File: src/rtl/prog_run_sched_pkg.sv
// Shared types and helpers for the program-run scheduler: FSM state encoding,
// return-value width and the round-robin pick function.
package prog_run_pkg;

   localparam int RET_W   = 32;
   localparam int MAX_REQ = 8;
   localparam int PTR_W   = 3;

   typedef enum logic [2:0] {
      IDLE  = 3'd0,
      START = 3'd1,
      MASK  = 3'd2,
      RUN   = 3'd3,
      DONE  = 3'd4
   } state_t;

   // One-hot winner: first set bit searching from ptr+1 upward, wrapping at n.
   function automatic logic [MAX_REQ-1:0] rr_pick(input logic [MAX_REQ-1:0] req,
                                                  input logic [PTR_W-1:0]   ptr,
                                                  input int                 n);
      logic [MAX_REQ-1:0] win;
      int                 base;
      int                 idx;
      win  = '0;
      base = int'(ptr);
      for (int k = 1; k <= MAX_REQ; k++) begin
         idx = (base + k) % n;
         if (k <= n && win == '0 && req[idx[PTR_W-1:0]]) begin
            win[idx[PTR_W-1:0]] = 1'b1;
         end
      end
      return win;
   endfunction

endpackage

File: src/rtl/prog_run_sched_if.sv
// Requester and program-core signals of the scheduler. The master modport is
// the scheduler itself; the slave modport is the environment (hosts + core).
interface prog_run_sched_if
   import prog_run_pkg::*;
#(
   parameter int NUM_REQ = 4
) ();

   logic [NUM_REQ-1:0] req;
   logic [NUM_REQ-1:0] grant;
   logic               busy;
   logic               done;
   logic [RET_W-1:0]   result;
   logic               err;
   logic               prog_start;
   logic               prog_finish;
   logic [RET_W-1:0]   prog_ret;

   modport master (
      input  req,
      input  prog_finish,
      input  prog_ret,
      output grant,
      output busy,
      output done,
      output result,
      output err,
      output prog_start
   );

   modport slave (
      output req,
      output prog_finish,
      output prog_ret,
      input  grant,
      input  busy,
      input  done,
      input  result,
      input  err,
      input  prog_start
   );

endinterface

File: src/rtl/prog_run_sched_rr_arbiter.sv
// Round-robin arbiter: combinational one-hot winner and a pointer to the last
// winner, which only moves when the scheduler is idle and a request is present.
module rr_arbiter
   import prog_run_pkg::*;
#(
   parameter int NUM_REQ = 4
) (
   input  logic               clk,
   input  logic               rst_n,
   input  logic               en,
   input  logic [NUM_REQ-1:0] req,
   output logic [NUM_REQ-1:0] win
);

   logic [PTR_W-1:0]   ptr;
   logic [PTR_W-1:0]   win_idx;
   logic [MAX_REQ-1:0] req_x;
   logic [MAX_REQ-1:0] win_x;

   always_comb begin
      // NOTE: every variable gets a default before any conditional write so no latch is inferred.
      req_x                = '0;
      req_x[NUM_REQ-1:0]   = req;
      win_x                = rr_pick(req_x, ptr, NUM_REQ);
      win                  = win_x[NUM_REQ-1:0];
   end

   always_comb begin
      win_idx = '0;
      for (int i = 0; i < NUM_REQ; i++) begin
         if (win[i]) win_idx = PTR_W'(i);
      end
   end

   // Pointer resets to the last index so requester 0 wins first.
   always_ff @(posedge clk) begin
      // NOTE: state is updated with non-blocking assignments so all flops sample the same pre-edge values.
      if (!rst_n) begin
         ptr <= PTR_W'(NUM_REQ - 1);
      end else if (en && |req) begin
         ptr <= win_idx;
      end
   end

endmodule

File: src/rtl/prog_run_sched.sv
// Round-robin scheduler sharing one program core between NUM_REQ requesters.
// Define PROG_RUN_CYCLES_EN to add the run_cycles output (RUN-state cycle count).
module prog_run_sched
   import prog_run_pkg::*;
#(
   parameter int NUM_REQ  = 4,
   parameter int MASK_CYC = 4,
   parameter int TIMEOUT  = 1024,
   parameter int CW       = 16
) (
   input  logic             clk,
   input  logic             rst_n,
   prog_run_sched_if.master bus
`ifdef PROG_RUN_CYCLES_EN
   ,
   output logic [CW-1:0]    run_cycles
`endif
);

   localparam logic [CW-1:0] MASK_LAST = CW'(MASK_CYC - 1);
   localparam logic [CW-1:0] TO_LAST   = (TIMEOUT > 0) ? CW'(TIMEOUT - 1) : '0;
   localparam logic [CW-1:0] CNT_MAX   = '1;

   state_t             state;
   state_t             state_nxt;
   logic [NUM_REQ-1:0] grant_q;
   logic [NUM_REQ-1:0] win;
   logic [CW-1:0]      cnt;
   logic [CW-1:0]      cnt_inc;
   logic [RET_W-1:0]   result_q;
   logic               err_q;
   logic               arb_en;
   logic               mask_end;
   logic               timeout_hit;

   assign arb_en      = (state == IDLE);
   assign cnt_inc     = (cnt == CNT_MAX) ? cnt : cnt + CW'(1);
   assign mask_end    = (cnt == MASK_LAST);
   assign timeout_hit = (TIMEOUT != 0) && (cnt == TO_LAST);

   rr_arbiter #(
      .NUM_REQ (NUM_REQ)
   ) u_arb (
      .clk   (clk),
      .rst_n (rst_n),
      .en    (arb_en),
      .req   (bus.req),
      .win   (win)
   );

   always_ff @(posedge clk) begin
      if (!rst_n) state <= IDLE;
      else        state <= state_nxt;
   end

   always_comb begin
      state_nxt = state;
      unique case (state)
         IDLE:    if (|bus.req) state_nxt = START;
         START:   state_nxt = MASK;
         MASK:    if (mask_end) state_nxt = RUN;
         RUN:     if (bus.prog_finish || timeout_hit) state_nxt = DONE;
         DONE:    state_nxt = IDLE;
         default: state_nxt = IDLE;
      endcase
   end

   // A single counter times both the finish mask and the RUN timeout.
   always_ff @(posedge clk) begin
      if (!rst_n) begin
         grant_q  <= '0;
         cnt      <= '0;
         result_q <= '0;
         err_q    <= 1'b0;
      end else begin
         unique case (state)
            IDLE:  if (|bus.req) grant_q <= win;
            START: cnt <= '0;
            MASK:  cnt <= mask_end ? '0 : cnt_inc;
            RUN: begin
               if (bus.prog_finish) begin
                  result_q <= bus.prog_ret;
                  err_q    <= 1'b0;
               end else if (timeout_hit) begin
                  result_q <= '0;
                  err_q    <= 1'b1;
               end else begin
                  cnt <= cnt_inc;
               end
            end
            DONE:    grant_q <= '0;
            default: grant_q <= '0;
         endcase
      end
   end

`ifdef PROG_RUN_CYCLES_EN
   // Loaded on the RUN->DONE edge; cnt_inc already counts the finishing cycle.
   always_ff @(posedge clk) begin
      if (!rst_n) begin
         run_cycles <= '0;
      end else if (state == RUN && state_nxt == DONE) begin
         run_cycles <= cnt_inc;
      end
   end
`endif

   always_comb begin
      bus.grant      = grant_q;
      bus.busy       = (state != IDLE);
      bus.done       = (state == DONE);
      bus.prog_start = (state == START);
      bus.result     = result_q;
      bus.err        = err_q;
   end

endmodule
File: src/flat_wrapper.sv
// flat-port wrapper written by rule: the top's interface ports become plain ports
module prog_run_sched_flat import prog_run_pkg::*;
#(
   parameter int NUM_REQ  = 4,
   parameter int MASK_CYC = 4,
   parameter int TIMEOUT  = 1024,
   parameter int CW       = 16
)
  (clk, rst_n, bus_req, bus_prog_finish, bus_prog_ret, bus_grant, bus_busy, bus_done, bus_result, bus_err, bus_prog_start);
  prog_run_sched_if #(.NUM_REQ(NUM_REQ)) bus_i ();
  input  logic clk;
  input  logic rst_n;
  input wire logic [$bits(bus_i.req)-1:0] bus_req;
  input wire logic [$bits(bus_i.prog_finish)-1:0] bus_prog_finish;
  input wire logic [$bits(bus_i.prog_ret)-1:0] bus_prog_ret;
  output wire logic [$bits(bus_i.grant)-1:0] bus_grant;
  output wire logic [$bits(bus_i.busy)-1:0] bus_busy;
  output wire logic [$bits(bus_i.done)-1:0] bus_done;
  output wire logic [$bits(bus_i.result)-1:0] bus_result;
  output wire logic [$bits(bus_i.err)-1:0] bus_err;
  output wire logic [$bits(bus_i.prog_start)-1:0] bus_prog_start;
  assign bus_i.req = bus_req;
  assign bus_i.prog_finish = bus_prog_finish;
  assign bus_i.prog_ret = bus_prog_ret;
  assign bus_grant = bus_i.grant;
  assign bus_busy = bus_i.busy;
  assign bus_done = bus_i.done;
  assign bus_result = bus_i.result;
  assign bus_err = bus_i.err;
  assign bus_prog_start = bus_i.prog_start;
  prog_run_sched #(.NUM_REQ(NUM_REQ), .MASK_CYC(MASK_CYC), .TIMEOUT(TIMEOUT), .CW(CW)) u_core (.clk(clk), .rst_n(rst_n), .bus(bus_i));
endmodule
File: config.mk
export PLATFORM = sky130hd
export DESIGN_NAME = prog_run_sched_flat
export DESIGN_NICKNAME = d
export VERILOG_FILES = /design/src/rtl/prog_run_sched_pkg.sv /design/src/rtl/prog_run_sched_if.sv /design/src/rtl/prog_run_sched_rr_arbiter.sv /design/src/rtl/prog_run_sched.sv /design/src/flat_wrapper.sv
export SDC_FILE = /design/constraint.sdc
export NUM_CORES = 1
export LEC_CHECK = 0
export ABC_CLOCK_PERIOD_IN_PS = 2900
export CORE_MARGIN = 5
export CORE_UTILIZATION = 48
export DETAILED_ROUTE_END_ITERATION = 6
export GPL_ROUTABILITY_DRIVEN = 0
export PLACE_DENSITY_LB_ADDON = 0.3
export SLEW_MARGIN = 20
export SYNTH_ARGS = -nofsm -noshare
export SYNTH_HDL_FRONTEND = slang
export SYNTH_SLANG_ARGS = --single-unit
File: constraint.sdc
create_clock -name clk -period 2.9 [get_ports clk]
set_input_delay 0.58 -clock clk [delete_from_list [all_inputs] [get_ports clk]]
set_output_delay 0.58 -clock clk [all_outputs]
set_load 0.02 [all_outputs]
# After elaboration in Yosys (flattened, before gate mapping)
# Index checks and enable logic that the tools add are counted.
# word_totals
ff_bits	58
latch_bits	0
mem_bits_rw	0
mem_bits_ro	0
input_bits	39
memories	0
# op_classes
add_sub_neg	5
mul	0
div	0
order_cmp	8
eq_ne	12
n_shift	0
mux	38
bitwise	8
reduce_logical	26
# ops
op	count
$mux 16	4
$mux 32	2
$pmux 16 s3	1
$logic_not 8->1	3
$mux 8	3
$add 16x1->16 const B	1
$eq 16x10->1 const B	1
$eq 16x16->1 const B	1
$eq 16x2->1 const B	1
$lt 3x4->1 const B	4
$or 8x8->8	2
$bmux 1 s3	4
$demux 1 s3	4
$ge 3x1->1 const B	4
$pmux 3 s4	1
$mux 1	11
$mux 3	3
$logic_and 1x1->1	8
$mux 4	2
$pmux 4 s2	1
$reduce_or 2->1	4
$eq 3x2->1 const B	2
$ne 2x1->1 const B	3
$reduce_and 3->1	2
other kinds (16)	25

# Longest topological paths before layout
# logic_depth
depth_word	20
ltp_mapped	9
ltp_nobuf	8

# By module
# Synthesis repeated with hierarchy kept, for this count alone.
# unflattened
cells_unflattened	351
area_unflattened_um2	3193.1
# modules_own_cells
module	instances	cells_per_inst	area_each_um2	seq_area_each_um2
prog_run_sched	1	288	2638.8	1121.1
rr_arbiter	1	63	554.3	40.0

# Worst setup path after synthesis
# OpenSTA, ideal clock, no wires.
# synth_path
path_kind	register -> register
from	register u_core.u_arb.ptr[0]
to	register u_core.grant_q[3], in the netlist u_core.bus.grant[3]
setup_ns	0.079
t_arrival_ns	2.256
required_time_ns	2.821
slack_ns	0.564
path_stages_with_launch	10
path_buffers	1
synth_period_minus_slack_ns	2.336
path_cell_list	dfxtp_1 > buf_6 > inv_1 > ha_1 > or4_1 > a21boi_4 > a22o_2 > o2111ai_1 > and2_4 > a211oi_2
# synth_between
elab_chain_len	19
# synth_lines
item	line	rtl
from (decl)	prog_run_sched_rr_arbiter.sv:15	logic [PTR_W-1:0] ptr;
from (signal assigned)	prog_run_sched_rr_arbiter.sv:39	ptr <= PTR_W'(NUM_REQ - 1);
from (signal assigned)	prog_run_sched_rr_arbiter.sv:41	ptr <= win_idx;
$add 2x1->2	prog_run_sched_pkg.sv:27	idx = (base + k) % n;
$reduce_or 2->1 (no line)	n/a	
$and 1x1->1 (no line)	n/a	
$lt 3x4->1 (not written as such) / $ge 3x1->1 (equally long branches)	prog_run_sched_pkg.sv:29	win[idx[PTR_W-1:0]] = 1'b1;
$logic_and 1x1->1 (not written as such)	prog_run_sched_pkg.sv:29	
$mux 1 (not written as such)	prog_run_sched_pkg.sv:29	
$demux 1 s3	prog_run_sched_pkg.sv:29	
$mux 8	prog_run_sched_pkg.sv:28	if (k <= n && win == '0 && req[idx[PTR_W-1:0]]) begin
[3 not listed]	n/a	
$logic_not 8->1	prog_run_sched_pkg.sv:28	
$logic_and 1x1->1	prog_run_sched_pkg.sv:28	
$mux 8	prog_run_sched_pkg.sv:28	
$logic_not 8->1	prog_run_sched_pkg.sv:28	
$logic_and 1x1->1	prog_run_sched_pkg.sv:28	
$mux 4 (*)	prog_run_sched_pkg.sv:28	
$mux 4 (*)	prog_run_sched.sv:77	IDLE: if (|bus.req) grant_q <= win;
$pmux 4 s2 (*)	prog_run_sched.sv:76	unique case (state)
to (signal assigned)	prog_run_sched.sv:77	
to (decl)	prog_run_sched.sv:26	logic [NUM_REQ-1:0] grant_q;
# Every way passes the cells marked *; elsewhere a longest branch is shown, timed or not. The select of a mux whose other input is x is not followed.
# A chain may end at the register's enable or synchronous reset.

# Worst setup path in the final report
# layout_path
from	register u_core.u_arb.ptr[0]
to	register u_core.u_arb.ptr[0]
# layout_between
elab_chain_len	20
# layout_lines
item	line	rtl
$add 2x1->2	prog_run_sched_pkg.sv:27	
$reduce_or 2->1 (no line)	n/a	
$and 1x1->1 (no line)	n/a	
$lt 3x4->1 (not written as such) / $ge 3x1->1 (equally long branches)	prog_run_sched_pkg.sv:29	
$logic_and 1x1->1 (not written as such)	prog_run_sched_pkg.sv:29	
$mux 1 (not written as such)	prog_run_sched_pkg.sv:29	
$demux 1 s3	prog_run_sched_pkg.sv:29	
$mux 8	prog_run_sched_pkg.sv:28	
[4 not listed]	n/a	
$logic_and 1x1->1	prog_run_sched_pkg.sv:28	
$mux 8	prog_run_sched_pkg.sv:28	
$logic_not 8->1	prog_run_sched_pkg.sv:28	
$logic_and 1x1->1	prog_run_sched_pkg.sv:28	
$mux 4 (*)	prog_run_sched_pkg.sv:28	
$mux 1	prog_run_sched_rr_arbiter.sv:31	if (win[i]) win_idx = PTR_W'(i);
$mux 2	prog_run_sched_rr_arbiter.sv:31	
$mux 2 (*)	prog_run_sched_rr_arbiter.sv:31	
# Marks and branches as above.

==> out/metrics.csv <==
metric,value,unit
crit_fanout,8,
fillers,463,
ff2ff_path_depth,8,
peakVddDrop,0.000364,V
fp.dieW,87.3,um
maxSlewViolCount,0,
yosys.area.top_type,dfxtp_1,
synth_area_per_cell,8.91,sq um
place_hpwl,5.32,mm
ys.flop_type,dfxtp_1,
cts.htree.levels,3,
clk_latency,340,ps
setup_tns,0,ps
area_delta_synth_final,37.5,%
core_area,5850,sq um
regToRegEndpoint,u_core.u_arb.ptr[0],
status,"complete, no violations",
grt_pass1_vias,2550,
drive_above_1_share,0.101,
synth.top_cells.by_area,"dfxtp_1, a22oi_1, nor2_1, ha_1, mux4_2",
cts_buffers,9,
hold_slack,499,ps
async_flop_share,0,
grt_start_max_net_pins,34,
path_cells,inv_1 > ha_1 > mux4_2 > nand3b_1 > and2_1 > a41oi_1 > o21ai_1 > a41oi_2,
yosysWarnings,0,
p_comb_frac,0.335,
crit_slowest_cell,dfxtp_1,
clkSinkCount,58,
wl,7.56,mm
worstSetupPathType,reg -> reg,
fmax,0.381,GHz
cts_resized,0,
skew,9.30,ps
synth_top_area_frac,0.405,
path_clk_slew,70,ps
die_height,87.3,um
clk_path_buf_depth,2,
final_cell_mix,"clkdlybuf4s50_1, dfxtp_1, nor2_1, a22oi_1, nand2_1",
dr.pass1.iters,4,
num_rows,28,
reg2reg_slack,270,ps
fin_crit,2630,ps
critPathCaptureType,flip-flop,
cap_violations,0,
via_per_inst,5.71,
p_int,1810,uW
hold_end,u_core.bus.result[18],
p_per_area,676,nW/um^2
seq_power_share,0.335,
route.detailed.drc,0,
crit_path_max_incr_delay,460,ps
hold_path_class,reg -> reg,
via_count,2733,
start_util,0.490,
antenna_found_initial,0,
grt_pass1_wl,12.0,mm
synth_edf_count,0,
nets,447,
cts_tree,built,
leakagePower,0.00142,uW
syn_nets,370,
tightest_slew,761,ps
cts_hold_buf,0,
rsz0062_at_grt,false,
cp.required,3170,ps
syn_inst,322,
setup_viol,0,
slew_headroom,0.489,
ys_seq_area_frac,0.405,
synth_area,2870,sq um
drtIter0Drc,112,
cts_setup_buffers,0,
start_kind,flip-flop,
yosysUniqueCellTypes,59,
fin_crit_sh,0.905,
n_antenna_cell,0,
p_clk_frac,0.330,
ios,79,
wl_per_cell,15.8,um
p_switching,860,uW
grt_usage,0.199,
switching_share,0.323,
synth.ff_latch_count,58,
cts_root_buffer,clkbuf_8,
port_buffers,78,
hp-start,u_core.bus.result[18],
worstPathArrival,2890,ps
hold_viol_final,0,
layout_commonest_cell,clkdlybuf4s50_1,
grt_remaining_overflow,0,
detail-route-antenna-nets,0,
r2r_start,u_core.u_arb.ptr[0],
dieArea,7620,sq um
min_path_cells,2,
-- per-layer routing --
layer	global-route usage	vias to the layer above	share of wire
met4	0.0851	0	0.020
met3	0.0596	13	0.054
met2	0.332	63	0.49
met5	0	-	0
met1	0.236	1301	0.43
li1	-	1356	-
-- kinds of logic after synthesis --
family	after synthesis	synth area share
simple gates	129	0.233
compound gates	94	0.240
flops	58	0.405
buf+inv	24	0.0380
fa+ha+maj	9	0.0393
mux	7	0.0419
xor+xnor	1	0.00305
-- power groups by stage --
stage / clock network (uW) / logic [uW] / registers [uW]
6_report: 879 / 894 / 894
5_1_grt: 926 / 960 / 904
4_1_cts: 890 / 883 / 895
3_5_place_dp: 0 / 869 / 912
3_3_place_gp: 0 / 844 / 912
2_1_floorplan: 0 / 587 / 944
-- stage by stage --
stage	total power, uW	cells	setup slack, ps	utilization	area, sq um
2_1_floorplan	1530	322	564	-	2870
3_3_place_gp	1760	463	199	0.632	3700
3_5_place_dp	1780	463	109	0.633	3700
4_1_cts	2670	479	321	0.674	3940
5_1_grt	2790	479	111	0.674	3940
6_report	2670	479	274	0.674	3940
-- area by class of cell --
cell class | instances | area [sq um] | area share
clock buffer | 12 | 165 | 0.0419
clock inverter | 4 | 72.6 | 0.0184
sequential | 58 | 1160 | 0.295
inverter | 7 | 26.3 | 0.00666
multi-input combinational | 240 | 1610 | 0.407
tap | 75 | 93.8 | 0.0238
timing repair buffer | 83 | 818 | 0.208
-- how the worst max path moves through the flow --
stage,startpoint,to,slack [ps]
5_1_grt,u_core.u_arb.ptr[0],u_core.u_arb.ptr[1],110
4_1_cts,u_core.u_arb.ptr[0],u_core.u_arb.ptr[0],320
3_3_place_gp,bus_req[2],u_core.u_arb.ptr[1],200
2_1_floorplan,u_core.u_arb.ptr[0],u_core.bus.grant[3],560
6_report,u_core.u_arb.ptr[0],u_core.u_arb.ptr[0],270
3_5_place_dp,bus_req[2],u_core.u_arb.ptr[0],110
-- critical path, delay by kind of cell (launching register included) --
kind | cells | cell delay, ps
and+or+nand+nor | 2 | 420
AOI/OAI and AO/OA | 3 | 670
DFF | 1 | 460
muxes | 1 | 440
adders and majority gates | 1 | 420
buffers and inverters | 1 | 150
-- Yosys cell counts (all sizes together), types with 7 or more instances --
cell    count
ha          9
o21ai      16
nor3        7
dfxtp      58
or3        14
inv         7
nor2       52
a21oi      15
clkbuf     12
nand2      17
a22oi      33
nand3       8
-- registers in the layout, indices dropped and copies added (netlist names) --
| signal | count |
|---|---|
| u_core.u_arb.ptr | 2 |
| u_core.bus.err | 1 |
| u_core.state | 3 |
| u_core.bus.result | 32 |
| u_core.cnt | 16 |
| u_core.bus.grant | 4 |
(Power assumes the default switching activity.)
